[config.mk]
export PLATFORM = sky130hd
export DESIGN_NAME = aes_spi_master
export DESIGN_NICKNAME = d
export VERILOG_FILES = /design/src/rtl/aes_pkg.sv /design/src/rtl/spi_clk_gen.sv /design/src/rtl/aes_spi_master.sv
export SDC_FILE = /design/constraint.sdc
export NUM_CORES = 1
export LEC_CHECK = 0
export ABC_AREA = 1
export ABC_CLOCK_PERIOD_IN_PS = 3500
export CAP_MARGIN = 30
export CORE_UTILIZATION = 37
export CTS_BUF_LIST = sky130_fd_sc_hd__clkbuf_4 sky130_fd_sc_hd__clkbuf_8 sky130_fd_sc_hd__clkbuf_16
export DETAILED_ROUTE_END_ITERATION = 12
export HOLD_SLACK_MARGIN = 0.03
export PLACE_DENSITY = 0.56
export SLEW_MARGIN = 5
export SYNTH_ARGS = -nofsm -noshare
export SYNTH_HDL_FRONTEND = slang
export SYNTH_SLANG_ARGS = --single-unit
[constraint.sdc]
create_clock -name clk -period 3.5 [get_ports clk]
set_clock_uncertainty 0.05 [all_clocks]
set_input_delay 1.05 -clock clk [delete_from_list [all_inputs] [get_ports clk]]
set_output_delay 1.05 -clock clk [all_outputs]
set_load 0.05 [all_outputs]
[src/rtl/aes_pkg.sv]
// rtl/aes_pkg.sv - shared types and constants for the AES SPI master
package aes_pkg;

    typedef enum logic [2:0] {
        IDLE,
        SETUP,
        SHIFT_TX,
        WAIT_DONE,
        SHIFT_RX,
        FINISH
    } state_t;

    localparam int BLOCK_W = 128;
    localparam int WORD_W  = 32;

    localparam int NK_128 = 4;
    localparam int NK_192 = 6;
    localparam int NK_256 = 8;

    // Bit counter is sized for the longest key so every build shares one width.
    localparam int BIT_CNT_W = $clog2(WORD_W * NK_256 + BLOCK_W + 1);

    function automatic logic nk_is_legal(input int nk);
        return (nk == NK_128) || (nk == NK_192) || (nk == NK_256);
    endfunction

endpackage

[src/rtl/spi_clk_gen.sv]
// rtl/spi_clk_gen.sv - SCLK divider with rise/fall ticks, idle low when disabled
module spi_clk_gen #(
    parameter int CLK_DIV = 4
) (
    input  logic clk,
    input  logic rst_n,
    input  logic en,
    output logic sclk,
    output logic rise_tick,
    output logic fall_tick
);

    localparam int CNT_W = (CLK_DIV > 1) ? $clog2(CLK_DIV) : 1;
    localparam logic [CNT_W-1:0] CNT_MAX = CNT_W'(CLK_DIV - 1);

    logic [CNT_W-1:0] cnt;
    logic             half_done;

    // Ticks flag the clk edge at which sclk is about to change.
    assign half_done = en && (cnt == CNT_MAX);
    assign rise_tick = half_done && !sclk;
    assign fall_tick = half_done && sclk;

    always_ff @(posedge clk or negedge rst_n) begin
        if (!rst_n) begin
            cnt  <= '0;
            sclk <= 1'b0;
        end else if (!en) begin
            cnt  <= '0;
            sclk <= 1'b0;
        end else if (half_done) begin
            cnt  <= '0;
            sclk <= ~sclk;
        end else begin
            cnt <= cnt + 1'b1;
        end
    end

endmodule

[src/rtl/aes_spi_master.sv]
// rtl/aes_spi_master.sv - SPI master sending key+block to an AES slave and reading the result
module aes_spi_master
    import aes_pkg::*;
#(
    parameter int NK         = 4,
    parameter int NUM_SLAVES = 2,
    parameter int CLK_DIV    = 4,
    parameter int TIMEOUT    = 1023,
    parameter int SEL_W      = (NUM_SLAVES > 1) ? $clog2(NUM_SLAVES) : 1
) (
    input  logic                  clk,
    input  logic                  rst,
    input  logic                  start,
    input  logic [SEL_W-1:0]      slave_sel,
    input  logic [WORD_W*NK-1:0]  key_in,
    input  logic [BLOCK_W-1:0]    msg_in,
    output logic                  busy,
    output logic [BLOCK_W-1:0]    result_out,
    output logic                  result_valid,
    output logic                  timeout_err,
    output logic                  sclk,
    output logic                  mosi,
    input  logic                  miso,
    output logic [NUM_SLAVES-1:0] cs_n,
    input  logic                  slave_done
);

    localparam int LEN      = WORD_W * NK + BLOCK_W;
    localparam int WAIT_MAX = (TIMEOUT > CLK_DIV) ? TIMEOUT : CLK_DIV;
    localparam int TMO_W    = $clog2(WAIT_MAX + 1);

    localparam logic [BIT_CNT_W-1:0]  TX_BITS    = BIT_CNT_W'(LEN);
    localparam logic [BIT_CNT_W-1:0]  RX_BITS    = BIT_CNT_W'(BLOCK_W);
    localparam logic [TMO_W-1:0]      SETUP_LAST = TMO_W'(CLK_DIV - 1);
    localparam logic [TMO_W-1:0]      TMO_LAST   = TMO_W'(TIMEOUT - 1);
    localparam logic [NUM_SLAVES-1:0] CS_ONE     = NUM_SLAVES'(1);

    state_t               state, state_nxt;
    logic [LEN-1:0]       tx_sr;
    logic [BLOCK_W-1:0]   rx_sr;
    logic [BIT_CNT_W-1:0] bit_cnt;
    logic [TMO_W-1:0]     wait_cnt;
    logic                 clk_en;
    logic                 rise_tick;
    logic                 fall_tick;
    logic                 sel_ok;

    assign sel_ok = (int'(slave_sel) < NUM_SLAVES);

    spi_clk_gen #(
        .CLK_DIV(CLK_DIV)
    ) u_clk_gen (
        .clk      (clk),
        .rst_n    (rst),
        .en       (clk_en),
        .sclk     (sclk),
        .rise_tick(rise_tick),
        .fall_tick(fall_tick)
    );

    always_ff @(posedge clk or negedge rst) begin
        if (!rst) begin
            state <= IDLE;
        end else begin
            state <= state_nxt;
        end
    end

    always_comb begin
        state_nxt    = state;
        busy         = (state != IDLE);
        result_valid = (state == FINISH);
        clk_en       = (state == SHIFT_TX) || (state == SHIFT_RX);
        case (state)
            IDLE:      if (start && sel_ok) state_nxt = SETUP;
            SETUP:     if (wait_cnt == SETUP_LAST) state_nxt = SHIFT_TX;
            SHIFT_TX:  if (fall_tick && bit_cnt == TX_BITS) state_nxt = WAIT_DONE;
            // A done arriving on the last allowed cycle still wins over the timeout.
            WAIT_DONE: begin
                if (slave_done) begin
                    state_nxt = SHIFT_RX;
                end else if (wait_cnt == TMO_LAST) begin
                    state_nxt = IDLE;
                end
            end
            SHIFT_RX:  if (fall_tick && bit_cnt == RX_BITS) state_nxt = FINISH;
            FINISH:    state_nxt = IDLE;
            default:   state_nxt = IDLE;
        endcase
    end

    always_ff @(posedge clk or negedge rst) begin
        if (!rst) begin
            tx_sr       <= '0;
            rx_sr       <= '0;
            bit_cnt     <= '0;
            wait_cnt    <= '0;
            mosi        <= 1'b0;
            cs_n        <= '1;
            result_out  <= '0;
            timeout_err <= 1'b0;
        end else begin
            timeout_err <= 1'b0;
            case (state)
                IDLE: begin
                    if (start && sel_ok) begin
                        tx_sr    <= {key_in, msg_in};
                        mosi     <= key_in[WORD_W*NK-1];
                        cs_n     <= ~(CS_ONE << slave_sel);
                        bit_cnt  <= '0;
                        wait_cnt <= '0;
                    end
                end
                SETUP: wait_cnt <= wait_cnt + 1'b1;
                SHIFT_TX: begin
                    if (rise_tick) begin
                        bit_cnt <= bit_cnt + 1'b1;
                    end
                    // mosi only moves on falling sclk so it is stable at every rising edge.
                    if (fall_tick) begin
                        if (bit_cnt == TX_BITS) begin
                            mosi     <= 1'b0;
                            bit_cnt  <= '0;
                            wait_cnt <= '0;
                        end else begin
                            tx_sr <= tx_sr << 1;
                            mosi  <= tx_sr[LEN-2];
                        end
                    end
                end
                WAIT_DONE: begin
                    wait_cnt <= wait_cnt + 1'b1;
                    if (!slave_done && wait_cnt == TMO_LAST) begin
                        timeout_err <= 1'b1;
                        cs_n        <= '1;
                    end
                end
                SHIFT_RX: begin
                    if (rise_tick) begin
                        rx_sr   <= {rx_sr[BLOCK_W-2:0], miso};
                        bit_cnt <= bit_cnt + 1'b1;
                    end
                    if (fall_tick && bit_cnt == RX_BITS) begin
                        result_out <= rx_sr;
                    end
                end
                FINISH: cs_n <= '1;
                default: ;
            endcase
        end
    end

endmodule

**Word level (Yosys, flattened, before mapping)**

Index checks and enable logic that the tools add are counted.

- Add/subtract/negate cells: 3
- $mul: 0
- Div/mod/pow operators: 0
- Magnitude comparators: 0
- Equal/unequal tests: 20
- Shift operators: 1
- Mux-type cells: 33
- Bitwise operators: 2
- Reduce and logical (&&, ||, !) cells: 24

Operator list:

| operator | number |
|---|---|
| $mux W255 | 3 |
| $pmux W255 S2 | 1 |
| $mux W9 | 4 |
| $mux W10 | 3 |
| $pmux W10 S3 | 1 |
| $pmux W9 S3 | 1 |
| $mux W3 | 6 |
| $pmux W3 S5 | 1 |
| $ne A2 B2 Y1 const B | 6 |
| $reduce_bool A3 Y1 | 4 |
| $add A10 B1 Y10 const B | 1 |
| $eq A10 B10 Y1 const B | 1 |
| $eq A10 B2 Y1 const B | 1 |
| $add A9 B1 Y9 const B | 1 |
| $eq A9 B8 Y1 const B | 1 |
| $eq A9 B9 Y1 const B | 1 |
| $mux W2 | 4 |
| $reduce_and A4 Y1 | 2 |
| $mux W1 | 7 |
| $eq A3 B2 Y1 const B | 2 |
| $eq A3 B3 Y1 const B | 2 |
| $logic_and A1 B1 Y1 | 6 |
| $ne A2 B1 Y1 const B | 3 |
| $pmux W2 S3 | 1 |
| other kinds (16) | 20 |

- Register bits after elaboration: 540
- Latch bits: 0
- Bits in writable memories: 0
- Memory bits (read-only): 0
- Bits of input ports: 262
- Logic and storage cells: 94
- Memories kept: 0

**Depth between registers and ports, before layout**

- Word-level depth: 8
- Depth in mapped cells: 12
- Mapped depth without buffers: 11

**Hierarchy**

Synthesis repeated with hierarchy kept, for this count alone.

- Cell total of the unflattened synthesis: 2311
- Area total of the unflattened synthesis: 22765.6 um^2

Modules (own cells, without submodules):

| module | times used | cells each | area each (um^2) | seq. area each (um^2) |
|---|---|---|---|---|
| aes_spi_master | 1 | 2295 | 22630.5 | 13440.4 |
| spi_clk_gen | 1 | 16 | 135.1 | 75.1 |

**Worst setup path after synthesis**

No wires, ideal clock.

- Path kind: in2reg
- Start point: in start
- End point: reg tx_sr[100]
- Library setup time: 0.117 ns
- Arrival time: 1.943 ns
- Required time: 3.333 ns
- Path slack: 1.390 ns
- Stages: 8
- Path buffers: 3
- Cell sequence: or2_4 > nand3_1 > inv_2 > buf_6 > buf_6 > buf_6 > nand3_1 > nand2_1

- Cells in the longest elaborated chain, start to end: 2

Ends and longest elaborated chain:

| item | RTL line | RTL |
|---|---|---|
| start, declared | aes_spi_master.sv:13 | `input logic start,` |
| $ne A2 B2 Y1 (no source line) | n/a |  |
| $reduce_and A4 Y1 (no source line) | n/a |  |
| end signal, assigned | aes_spi_master.sv:107 | `tx_sr <= {key_in, msg_in};` |
| end signal, assigned | aes_spi_master.sv:126 | `tx_sr <= tx_sr << 1;` |
| end, declared | aes_spi_master.sv:39 | `logic [LEN-1:0] tx_sr;` |

No other way between the ends.
A chain may end at the register's enable or synchronous reset.

**Worst setup path after layout**

- Start point: reg state[1]
- End point: out result_valid

- Cells in the longest elaborated chain, start to end: 1

Ends and longest elaborated chain:

| item | RTL line | RTL |
|---|---|---|
| start, declared | aes_spi_master.sv:38 | `state_t state, state_nxt;` |
| start signal, assigned | aes_spi_master.sv:65 | `state <= state_nxt;` |
| $eq A3 B3 Y1 | aes_spi_master.sv:72 | `result_valid = (state == FINISH);` |
| end, declared | aes_spi_master.sv:19 | `output logic result_valid,` |

No other way between the ends.

==> summary.md <==
| Metric | Value |
|---|---|
| Status | `finished with violations` |
| Failing checks | `max-slew violations` |
| Top post-synthesis cells by area | `dfrtp_1 (55%), nand2_1 (24%), nand3_1 (5.6%)` |
| Synth warn | `0` |
| Post-layout util | `0.483` |
| Mux contribution to synthesized area | `0` |
| Cells after synthesis | `3,101` |
| # port buffers | `396` |
| Area share of the largest cell type after synthesis | `0.555` |
| Synth Area in Compound Gates | `0.0606` |
| Tcrit/Tclk final | `0.959` |
| Synth Net Count | `3,368` |
| Worst vdd ir | `0.360 mV` |
| CP max FO | `8` |
| Fmax | `298 MHz` |
| Starting Density | `0.376` |
| Asr flop ratio synth | `1.00` |
| Reg2reg setup slack | `0.70 ns` |
| Vias in the first global route | `20,332` |
| Rows | `93` |
| Clock Latency Late Sink | `0.62 ns` |
| Post-CTS setup repair buffer count | `0` |
| Fin crit period | `3.36 ns` |
| WHS | `0.346 ns` |
| Slew @ Worst Pin | `1.54 ns` |
| Synth Area in XOR/XNOR | `0.00397` |
| Top_reg_cell synth | `dfrtp_1` |
| Proportion of power drawn by the clock network | `0.497` |
| Starting DRT DRC Count | `1,824` |
| #FFs+latches synth | `540` |
| RSZ-0062 raised after global routing | `no` |
| Synth cell types | `33` |
| Setup-failing EPs final | `0` |
| Inst Count DP | `4,199` |
| CTS tree | `built` |
| Post-Synth Simple-Gate Area | `0.309` |
| CTS H-tree depth | `2` |
| Antenna violations before repair | `3` |
| Post_cts resized | `0` |
| Hold_buf cts | `0` |
| Area of the mapped netlist | `24,300 µm²` |
| Setup TNS | `0 ns` |
| Worst Path Required | `2.40 ns` |
| Die footprint | `66,600 µm²` |
| Routed Antenna Nets | `0` |
| Hpwl dp | `43,100 µm` |
| Arr. time, crit path | `2.26 ns` |
| Reg power frac | `0.455` |
| TritonRoute pass-1 iters | `6` |
| Overall routing resource usage | `0.196` |
| Post-synthesis sequential area ratio | `0.557` |
| CP Launch Type | `flop` |
| Total congestion overflow | `0` |
| Count of flip-flops with a built-in enable after synthesis | `0` |
| Routed len/inst | `15.3 µm` |
| Cell taking the most area after synthesis | `dfrtp_1` |
| Area share of fa/ha/maj cells after synthesis | `0.00258` |
| Logic pwr share | `0.047` |
| Worst Slack Setup Final | `0.143 ns` |
| Internal | `10.8 mW` |
| Die width | `258 µm` |
| Power per standard cell area | `440 nW/µm²` |
| Max Root-Sink Buffers | `3` |
| WL final | `65,700 µm` |
| Largest net degree at the start of global routing | `253` |
| IO Count | `397` |
| Max Slew Vio Count | `50` |
| Layout cells sized above 1 | `0.0487` |
| DRC viols | `0` |
| Routability Congestion | `0.818` |
| First-pass GRT wire length | `107,000 µm` |
| Post-route non-filler standard cell count | `4,308` |
| CP endpoint kind | `primary output` |
| Syn_area_per_cell | `7.83 µm²` |
| CP Class | `reg2out` |
| Sw Share | `0.212` |
| Clock-pin slew on the worst setup and hold paths | `0.06 ns` |
| Max-Slew Margin vs Limit | `-0.0237` |
| Die outline height | `258 µm` |
| CTS Buf Count | `59` |
| Psw | `2.91 mW` |
| Final layout net count | `3,672` |
| Core Box Area | `64,600 µm²` |
| MaxCap Viol Count | `0` |
| Lkg Pwr | `15.7 nW` |
| Main combinational cell family by area after synthesis | `simple AND/OR/NAND/NOR gates` |
| Pre-CTS setup slack | `0.342 ns` |
| Vias/cell | `4.79` |
| Sink Count | `540` |
| Root Buffer | `clkbuf_16` |
| Area Overhead vs Synth | `28.5%` |
| Hold/Removal Path Class | `in2async` |
| DR vias | `20,646` |
| Hold Vio Cnt, Final | `0` |
[final timing paths]
kind / startpoint / end / depth (start not counted)
setup / recovery: state[1]$_DFFE_PN0P_ / result_valid / 4
hold / removal: rst / rx_sr[80]$_DFFE_PN0P_ / 1
setup reg to reg: bit_cnt[0]$_DFFE_PN0P_ / tx_sr[25]$_DFFE_PN0P_ / 8
hold reg to reg: u_clk_gen.cnt[0]$_DFF_PN0_ / u_clk_gen.cnt[0]$_DFF_PN0_ / 1
max in group asynchronous: rst / cs_n[0]$_DFFE_PN1P_ / 3
min in group clk: u_clk_gen.cnt[0]$_DFF_PN0_ / u_clk_gen.cnt[0]$_DFF_PN0_ / 1
[synthesized netlist by cell type (15+ instances only)]
master	instances
nor2_1	28
nand3_1	272
nand2_1	1576
dfrtp_1	538
clkbuf_1	68
o21ai_1	52
buf_1	28
buf_2	70
buf_6	15
o21ai_0	221
buf_4	16
inv_1	160
[sequential cells by signal, indices dropped and copies added, names as in the netlist, 2 cells and up]
name,flops
tx_sr,255
cs_n,2
result_out,128
bit_cnt,9
u_clk_gen.cnt,2
rx_sr,128
wait_cnt,10
state,3
[logic make-up (layout without fill, tap and decap cells)]
| family | count (synthesis) | in the layout |
|---|---|---|
| xor+xnor | 11 | 11 |
| compound gates | 289 | 289 |
| other cells | 0 | 1 |
| fa+ha+maj | 5 | 5 |
| buf+inv | 361 | 712 |
| simple gates | 1895 | 1895 |
| flops | 540 | 540 |
[layer usage]
metal	part of all wire	wire, µm	GRT usage
met1	0.44	29200	0.267
met2	0.48	31800	0.325
met3	0.054	3540	0.0309
met4	0.019	1230	0.0500
met5	0.00041	27	0
[through the flow]
step                power (mW)  cell area (µm²)
global route              14.2            31200
CTS                       13.9            31200
global placement          7.03            29000
finish                    13.7            31200
detailed placement        7.02            29000
floorplan                 6.50            24300
[worst max-delay path: stages (launching register included)]
cell and delay [ns]:
dfrtp_1 0.51, inv_1 0.12, nand3_1 0.12, inv_1 0.09, clkdlybuf4s50_1 0.79
[cell type report]
type | instances | area, µm²
diodes | 1 | 2.50
clock buffers | 90 | 1850
clock inverters | 18 | 330
fillers | 6262 | 33400
inverters | 163 | 624
multi-input cells | 2200 | 9180
flip-flops and latches | 540 | 13500
well taps | 855 | 1070
repair buffers | 441 | 4610
[power groups by stage]
| stage | Clock, mW | Combinational, mW | Sequential, mW |
|---|---|---|---|
| 2_1_floorplan | 0 | 0.132 | 6.36 |
| 3_3_place_gp | 0 | 0.665 | 6.36 |
| 3_5_place_dp | 0 | 0.662 | 6.36 |
| 4_1_cts | 6.99 | 0.668 | 6.25 |
| 5_1_grt | 7.24 | 0.721 | 6.25 |
| 6_report | 6.82 | 0.651 | 6.25 |
[layout by cell type (no fill, tap or decap), drive strengths merged, types with 8 or more instances in the layout]
cell	count
clkdlybuf4s50	395
dfrtp	538
clkbuf	90
buf	46
nand3	272
inv	164
nor3	8
nor2	31
bufinv	8
clkinv	8
xor2	10
o21ai	273
nand2	1580
Note: power is estimated with default switching activity, not from simulation.
